--- src/rtl/alarm_buzz.sv ---
// Alarm comparator and buzzer driver for a min:sec clock: stores the alarm time,
// rings on a fresh match and drives a gated square wave until stopped or timed out.
module alarm_buzz #(
    parameter int CLK_HZ   = 50000000,
    parameter int TONE_HZ  = 1000,
    parameter int RING_SEC = 30
) (
    input  logic       clk,
    input  logic       rst_n,
    input  logic [5:0] i_min,
    input  logic [5:0] i_sec,
    input  logic       i_alarm_en,
    input  logic       i_inc_min,
    input  logic       i_inc_sec,
    input  logic       i_stop,
    output logic [5:0] o_alarm_min,
    output logic [5:0] o_alarm_sec,
    output logic       o_ringing,
    output logic       o_buzz
);

    localparam int TONE_HALF = CLK_HZ / (2 * TONE_HZ);
    localparam int GATE_HALF = CLK_HZ / 2;

    localparam int PRESC_W = (CLK_HZ > 1)    ? $clog2(CLK_HZ)    : 1;
    localparam int SEC_W   = (RING_SEC > 1)  ? $clog2(RING_SEC)  : 1;
    localparam int TONE_W  = (TONE_HALF > 1) ? $clog2(TONE_HALF) : 1;
    localparam int GATE_W  = (GATE_HALF > 1) ? $clog2(GATE_HALF) : 1;

    localparam logic [PRESC_W-1:0] PRESC_LAST = PRESC_W'(CLK_HZ - 1);
    localparam logic [SEC_W-1:0]   SEC_LAST   = SEC_W'(RING_SEC - 1);
    localparam logic [TONE_W-1:0]  TONE_LAST  = TONE_W'(TONE_HALF - 1);
    localparam logic [GATE_W-1:0]  GATE_LAST  = GATE_W'(GATE_HALF - 1);

    localparam logic [0:0] IDLE = 1'b0;
    localparam logic [0:0] RING = 1'b1;

    logic [0:0]         state;
    logic [0:0]         next_state;
    logic               match;
    logic               match_q;
    logic               rise;
    logic               timeout;
    logic               leave;
    logic               ring_run;

    logic [PRESC_W-1:0] presc;
    logic [PRESC_W-1:0] presc_nxt;
    logic [SEC_W-1:0]   sec_cnt;
    logic [SEC_W-1:0]   sec_cnt_nxt;
    logic [TONE_W-1:0]  tone_cnt;
    logic [TONE_W-1:0]  tone_cnt_nxt;
    logic               tone_q;
    logic               tone_nxt;
    logic [GATE_W-1:0]  gate_cnt;
    logic [GATE_W-1:0]  gate_cnt_nxt;
    logic               gate;
    logic               gate_nxt;

    // Alarm registers never exceed 59, so out-of-range time inputs cannot match.
    always_comb begin
        match    = i_alarm_en && (i_min == o_alarm_min) && (i_sec == o_alarm_sec);
        rise     = match && !match_q;
        timeout  = (presc == PRESC_LAST) && (sec_cnt == SEC_LAST);
        leave    = i_stop || !i_alarm_en || timeout;
        ring_run = (state == RING) && !leave;

        next_state = state;
        if (state == RING) begin
            if (leave) next_state = IDLE;
        end else if (rise) begin
            next_state = RING;
        end
    end

    // All timing counters restart from zero on RING entry and sit at zero in IDLE.
    always_comb begin
        presc_nxt    = '0;
        sec_cnt_nxt  = '0;
        tone_cnt_nxt = '0;
        tone_nxt     = 1'b0;
        gate_cnt_nxt = '0;
        gate_nxt     = (next_state == RING);
        if (ring_run) begin
            presc_nxt    = (presc == PRESC_LAST) ? '0 : presc + 1'b1;
            sec_cnt_nxt  = (presc == PRESC_LAST) ? sec_cnt + 1'b1 : sec_cnt;
            tone_cnt_nxt = (tone_cnt == TONE_LAST) ? '0 : tone_cnt + 1'b1;
            tone_nxt     = (tone_cnt == TONE_LAST) ? ~tone_q : tone_q;
            gate_cnt_nxt = (gate_cnt == GATE_LAST) ? '0 : gate_cnt + 1'b1;
            gate_nxt     = (gate_cnt == GATE_LAST) ? ~gate : gate;
        end
    end

    always_ff @(posedge clk or negedge rst_n) begin
        if (!rst_n) begin
            state       <= IDLE;
            match_q     <= 1'b0;
            o_alarm_min <= 6'd0;
            o_alarm_sec <= 6'd0;
            presc       <= '0;
            sec_cnt     <= '0;
            tone_cnt    <= '0;
            tone_q      <= 1'b0;
            gate_cnt    <= '0;
            gate        <= 1'b0;
            o_buzz      <= 1'b0;
        end else begin
            state    <= next_state;
            match_q  <= match;
            presc    <= presc_nxt;
            sec_cnt  <= sec_cnt_nxt;
            tone_cnt <= tone_cnt_nxt;
            tone_q   <= tone_nxt;
            gate_cnt <= gate_cnt_nxt;
            gate     <= gate_nxt;
            // Built from next-cycle values so the buzzer is already low on the exit edge.
            o_buzz   <= tone_nxt && gate_nxt && (next_state == RING);
            if (state == IDLE) begin
                if (i_inc_min) o_alarm_min <= (o_alarm_min == 6'd59) ? 6'd0 : o_alarm_min + 6'd1;
                if (i_inc_sec) o_alarm_sec <= (o_alarm_sec == 6'd59) ? 6'd0 : o_alarm_sec + 6'd1;
            end
        end
    end

    assign o_ringing = (state == RING);

endmodule

--- config.mk ---
export PLATFORM = sky130hd
export DESIGN_NAME = alarm_buzz
export DESIGN_NICKNAME = d
export VERILOG_FILES = /design/src/rtl/alarm_buzz.sv
export SDC_FILE = /design/constraint.sdc
export NUM_CORES = 1
export LEC_CHECK = 0
export BUFFER_PORTS_ARGS = -buffer_cell sky130_fd_sc_hd__buf_2
export CORE_MARGIN = 5
export CORE_UTILIZATION = 54
export DETAILED_ROUTE_END_ITERATION = 7
export HOLD_SLACK_MARGIN = 0.06
export PLACE_DENSITY = 0.75
export SLEW_MARGIN = 20
export SYNTH_ARGS = -nofsm -noshare
export SYNTH_HDL_FRONTEND = slang
export SYNTH_SLANG_ARGS = --single-unit
--- constraint.sdc ---
create_clock -name clk -period 1.65 [get_ports clk]
set_input_delay 0.0825 -clock clk [delete_from_list [all_inputs] [get_ports clk]]
set_output_delay 0.0825 -clock clk [all_outputs]
set_load 0.02 [all_outputs]
# Yosys cells after proc, flatten, opt, wreduce, memory -nomap -nowiden
# Index checks and enable logic that the tools add are counted.
# totals
input_bits	18
mem_bits_ro	0
mem_bits_rw	0
reg_bits	88
n_memories	0
latchBits	0
# classes
eq_ne	9
shifts	0
order_cmp	0
reduce_logical	14
n_div	0
mux	17
n_addsub	6
multipliers	0
bitwise_logic	3
# ops
operator	n
2-to-1 mux 26 bit	2
2-to-1 mux 25 bit	2
2-to-1 mux 15 bit	2
adder 26 x 1 -> 26 bit (second input constant)	1
equality test 26 bit (second input constant)	1
adder 25 x 1 -> 25 bit (second input constant)	1
equality test 25 bit (second input constant)	1
adder 15 x 1 -> 15 bit (second input constant)	1
equality test 15 bit (second input constant)	1
adder 6 x 1 -> 6 bit (second input constant)	2
equality test 6 bit	2
equality test 6 bit (second input constant)	2
2-to-1 mux 6 bit	2
2-to-1 mux 5 bit	2
logical AND 1 bit	7
2-to-1 mux 1 bit	7
adder 5 x 1 -> 5 bit (second input constant)	1
equality test 5 bit (second input constant)	1
AND reduction 2 bit	2
logical NOT 1 bit	3
inverter 1 bit	3
logical OR 1 bit	2
!= test 2 x 1 -> 1 bit (second input constant)	1

# Longest topological paths before layout
# logic_depth
ltp_word	9
depth_mapped	9
ltp_nobuf	6

# Worst setup path after synthesis
# OpenSTA, ideal clock, no wires.
# synth_path
path_kind	flip-flop to flip-flop
start	register presc[0]
end	register gate_cnt[16]
path_stages_with_launch	10
slack_ns	-0.175
path_buffers	3
synth_period_minus_slack_ns	1.825
t_arrival_ns	1.754
required_ns	1.579
setup_time_ns	0.071
cell_sequence	dfrtp_1 -> ha_1 -> nand3_1 -> nor4_1 -> a31o_1 -> buf_6 -> or2_1 -> buf_6 -> buf_8 -> nor2_1
# synth_via
elab_chain_cells	6
# synth_lines
element	line_no	text
start, declared	47	logic [PRESC_W-1:0] presc;
start signal, assigned	110	presc <= presc_nxt;
equality test 26 bit	64	timeout = (presc == PRESC_LAST) && (sec_cnt == SEC_LAST);
logical AND 1 bit	64	
logical OR 1 bit	65	leave = i_stop || !i_alarm_en || timeout;
logical NOT 1 bit	66	ring_run = (state == RING) && !leave;
logical AND 1 bit	66	
2-to-1 mux 25 bit	84	if (ring_run) begin
via gate_cnt_nxt[16]	56	logic [GATE_W-1:0] gate_cnt_nxt;
end signal, assigned	114	gate_cnt <= gate_cnt_nxt;
end, declared	55	logic [GATE_W-1:0] gate_cnt;
# The timed path passes the listed nets, and every way through them passes these cells.
# A chain may end at the register's enable or synchronous reset.

# Worst setup path after layout
# layout_path
start	register gate_cnt[15]
end	register gate_cnt[11]
# layout_via
elab_chain_cells	3
# layout_lines
element	line_no	text
equality test 25 bit	89	gate_cnt_nxt = (gate_cnt == GATE_LAST) ? '0 : gate_cnt + 1'b1;
2-to-1 mux 25 bit	89	
2-to-1 mux 25 bit	84	
via gate_cnt_nxt[11]	56	
# The timed path passes the listed nets, and every way through them passes these cells.

==> results.yml <==
floorplan:
  core_area_um2: 8130
  io_pins: 32
  initial_core_util_pct: 54.7
  num_rows: 33
  fp.dieArea_um2: 10200
  dieHeight_um: 101
  die-width_um: 101
final_layout:
  layout-drive-gt1-share_pct: 35.9
  syn2layout_area_growth_pct: 36.2
  fin_cells: 692
  nFillCells: 504
  antennaDiodeCount: 0
  finalInstanceArea_um2: 6060
  finalNetCount: 608
global_route:
  grt_pass1_wl_um: 15900
  antenna_found_initial: 0
  overflow: 0
  grt_pass1_vias: 3563
  grt_max_degree: 89
  grt_usage_pct: 19.4
clock_network:
  cts_sinks: 88
  cts_max_level: 3
  numCtsBuffers: 9
  insertion_delay_ps: 360
  cts_tree: "built"
  cts.path.max_buffers: 2
  clockRootBuffer: "clkbuf_8"
  clkTransAtPathRegs_ps: 90
drt:
  route.detailed.drc: 0
  dr.pass1.iters: 4
  drt-initial-drc-count: 118
  vias: 3718
  wire_per_inst_um: 16.0
  drt_wl_total_um: 11000
  drtAntennaViolNets: 0
  vias_per_cell: 5.37
setup_path:
  startpoint: "gate_cnt[15]$_DFF_PN0_"
  r2r_slack_ps: -100
  critical_path.max_fanout: 12
  critical_path_class: "reg2reg"
  cp-end-kind: "flip-flop"
  r2r-start: "gate_cnt[15]$_DFF_PN0_"
  startpoint_type: "flip-flop"
  critPathRequiredTime_ps: 1900
  critPathArrivalTime_ps: 2000
timing:
  relSlewSlack_pct: 68.0
  setup_tns_ps: -2480
  fin_crit_sh_pct: 106
  slew_viol_final: 0
  max_freq_mhz: 573
  hold_viol_final: 0
  tightest_slew_ps: 480
  setup_ws_ps: -95.8
  rsz0062_at_grt: "yes"
  skew_ps: 15.3
  finalSetupViolCount: 45
  min_period_ps: 1750
place:
  dp_hpwl_um: 6470
  placed_cells: 657
  io_buffers: 31
  place.gp.congestion: 0.846
  place_area_um2: 5310
yosys:
  syn_area_um2: 4450
  syn_nets: 478
  yosysTopAreaCell: "dfrtp_1"
  avgSynthCellArea_um2: 9.82
  synth.area.top_cells: "dfrtp_1 50%, xnor2_1 10%, nor2_1 8.0%"
  synthTopCellsByCount: "95 x nor2_1, 88 x dfrtp_1, 51 x xnor2_1, 34 x xor2_1, 33 x nand3_1"
  synth_warnings: 0
  yosysSeqAreaShare_pct: 49.5
  syn-instance-count: 453
  synth-edff-count: 0
  synthFlopType: "dfrtp_1"
  ys_types: 38
  synth_top_area_share_pct: 49.5
  ys_seq_elements: 88
  yosysMostFrequentCell: "nor2_1"
  synth-async-reset-ratio_pct: 100
power:
  powerDensity_nw_per_um2: 858
  ir_worst_vdd_v: 0.000480
  cellLeakagePower_nw: 2.53
status:
  violations: "negative setup slack"
  outcome: "finished, violations left"
worst_hold_path:
  min_from: "i_min[0]"
  hold_class: "in2reg"
run:
  maxCapViolations: 0
## final timing paths
kind / end / depth (start not counted)
min reg2reg: tone_cnt[0]$_DFF_PN0_ / 2
max: gate_cnt[11]$_DFF_PN0_ / 7
max reg2reg: gate_cnt[11]$_DFF_PN0_ / 7
max in group asynchronous: presc[15]$_DFF_PN0_ / 3
min in group asynchronous: gate_cnt[12]$_DFF_PN0_ / 3
min: match_q$_DFF_PN0_ / 4
## cells in the final DEF, fill, tap and decap left out, types with 3 or more instances in the layout
master / n
nand2_1: 30
nand3_1: 30
nor3_1: 15
or2_4: 3
and4_1: 3
inv_1: 10
clkbuf_8: 10
nor4_2: 9
xor2_1: 32
buf_2: 30
nand4_1: 18
dfrtp_1: 87
o21ai_0: 5
xnor2_1: 50
or3_1: 3
nor2_2: 14
ha_1: 5
nor2_1: 65
nor2b_1: 3
and4_4: 3
clkbuf_16: 4
buf_12: 3
dlygate4sd3_1: 4
and3_1: 8
buf_6: 3
buf_4: 88
nor2_4: 17
## repair_timing
item                                    4_1_cts  5_1_grt
endpoints found under the setup margin       67       69
endpoints found under the hold margin        89        0
pin swaps                                     4       27
hold buffers                                  4        0
setup buffers                                 0       11
resized for setup                            10       68
cloned                                        0        5
## through the flow
step           worst slack (ps)  util [%]  power [mW]  hold WS [ps]
6_report                  -95.8      74.5        5.20          64.0
2_1_floorplan             -30.9         -        3.17          -213
3_3_place_gp              -97.0      65.3        3.68           156
4_1_cts                   -25.9      68.8        5.21          61.3
5_1_grt                    -141      74.5        5.44          66.1
3_5_place_dp               -126      65.3        3.74           158
## logic make-up (layout without fill, tap and decap cells)
logic type                 count (synthesis)  after routing  share of synthesized area [%]
DFF                                       88             88                           49.5
muxes                                      3              3                          0.731
and+or+nand+nor                          239            239                           26.8
AOI/OAI and AO/OA                          8              8                           1.07
adders and majority gates                  7              7                           1.97
buffers and inverters                     23            157                           3.15
xor gates and xnor gates                  85             85                           16.7
## report_power, final
group	leakage [nW]	switching, mW	total [mW]	internal (mW)
Clock	0.0925	0.748	1.48	0.733
Combinational	1.23	0.718	1.31	0.587
Sequential	1.21	0.103	2.41	2.31
## routing by layer
layer / track usage, % / share of wire (%) / wire, µm / up-vias
li1: - / - / - / 1777
met2: 33.3 / 52 / 5800 / 94
met5: 0 / 0 / 0 / -
met1: 24.8 / 42 / 4650 / 1834
met3: 3.18 / 4.4 / 484 / 13
met4: 7.05 / 1.1 / 116 / 0
## cell type report
cell class | count | area [µm²] | share of cell area [%]
clock inverter | 3 | 42.5 | 0.702
sequential | 88 | 2200 | 36.4
multi-input combinational | 342 | 2450 | 40.5
inverter | 10 | 37.5 | 0.620
clock buffer | 12 | 145 | 2.40
timing repair buffer | 132 | 1040 | 17.2
tap | 105 | 131 | 2.17
## critical path, cell delays in order (launching register included)
cell and delay, ps:
dfrtp_1 410, nor4b_2 410, nand4_1 160, nor3_2 140, buf_4 140, or2_4 160, clkbuf_16 170, nor2_1 50
## flip-flops by register name, summed over array words and instances (netlist names)
| signal | cells |
|---|---|
| o_ringing | 1 |
| presc | 26 |
| gate | 1 |
| o_buzz | 1 |
| o_alarm_sec | 6 |
| sec_cnt | 5 |
| o_alarm_min | 6 |
| tone_q | 1 |
| tone_cnt | 15 |
| gate_cnt | 25 |
| match_q | 1 |
Note: power is estimated with default switching activity, not from simulation.
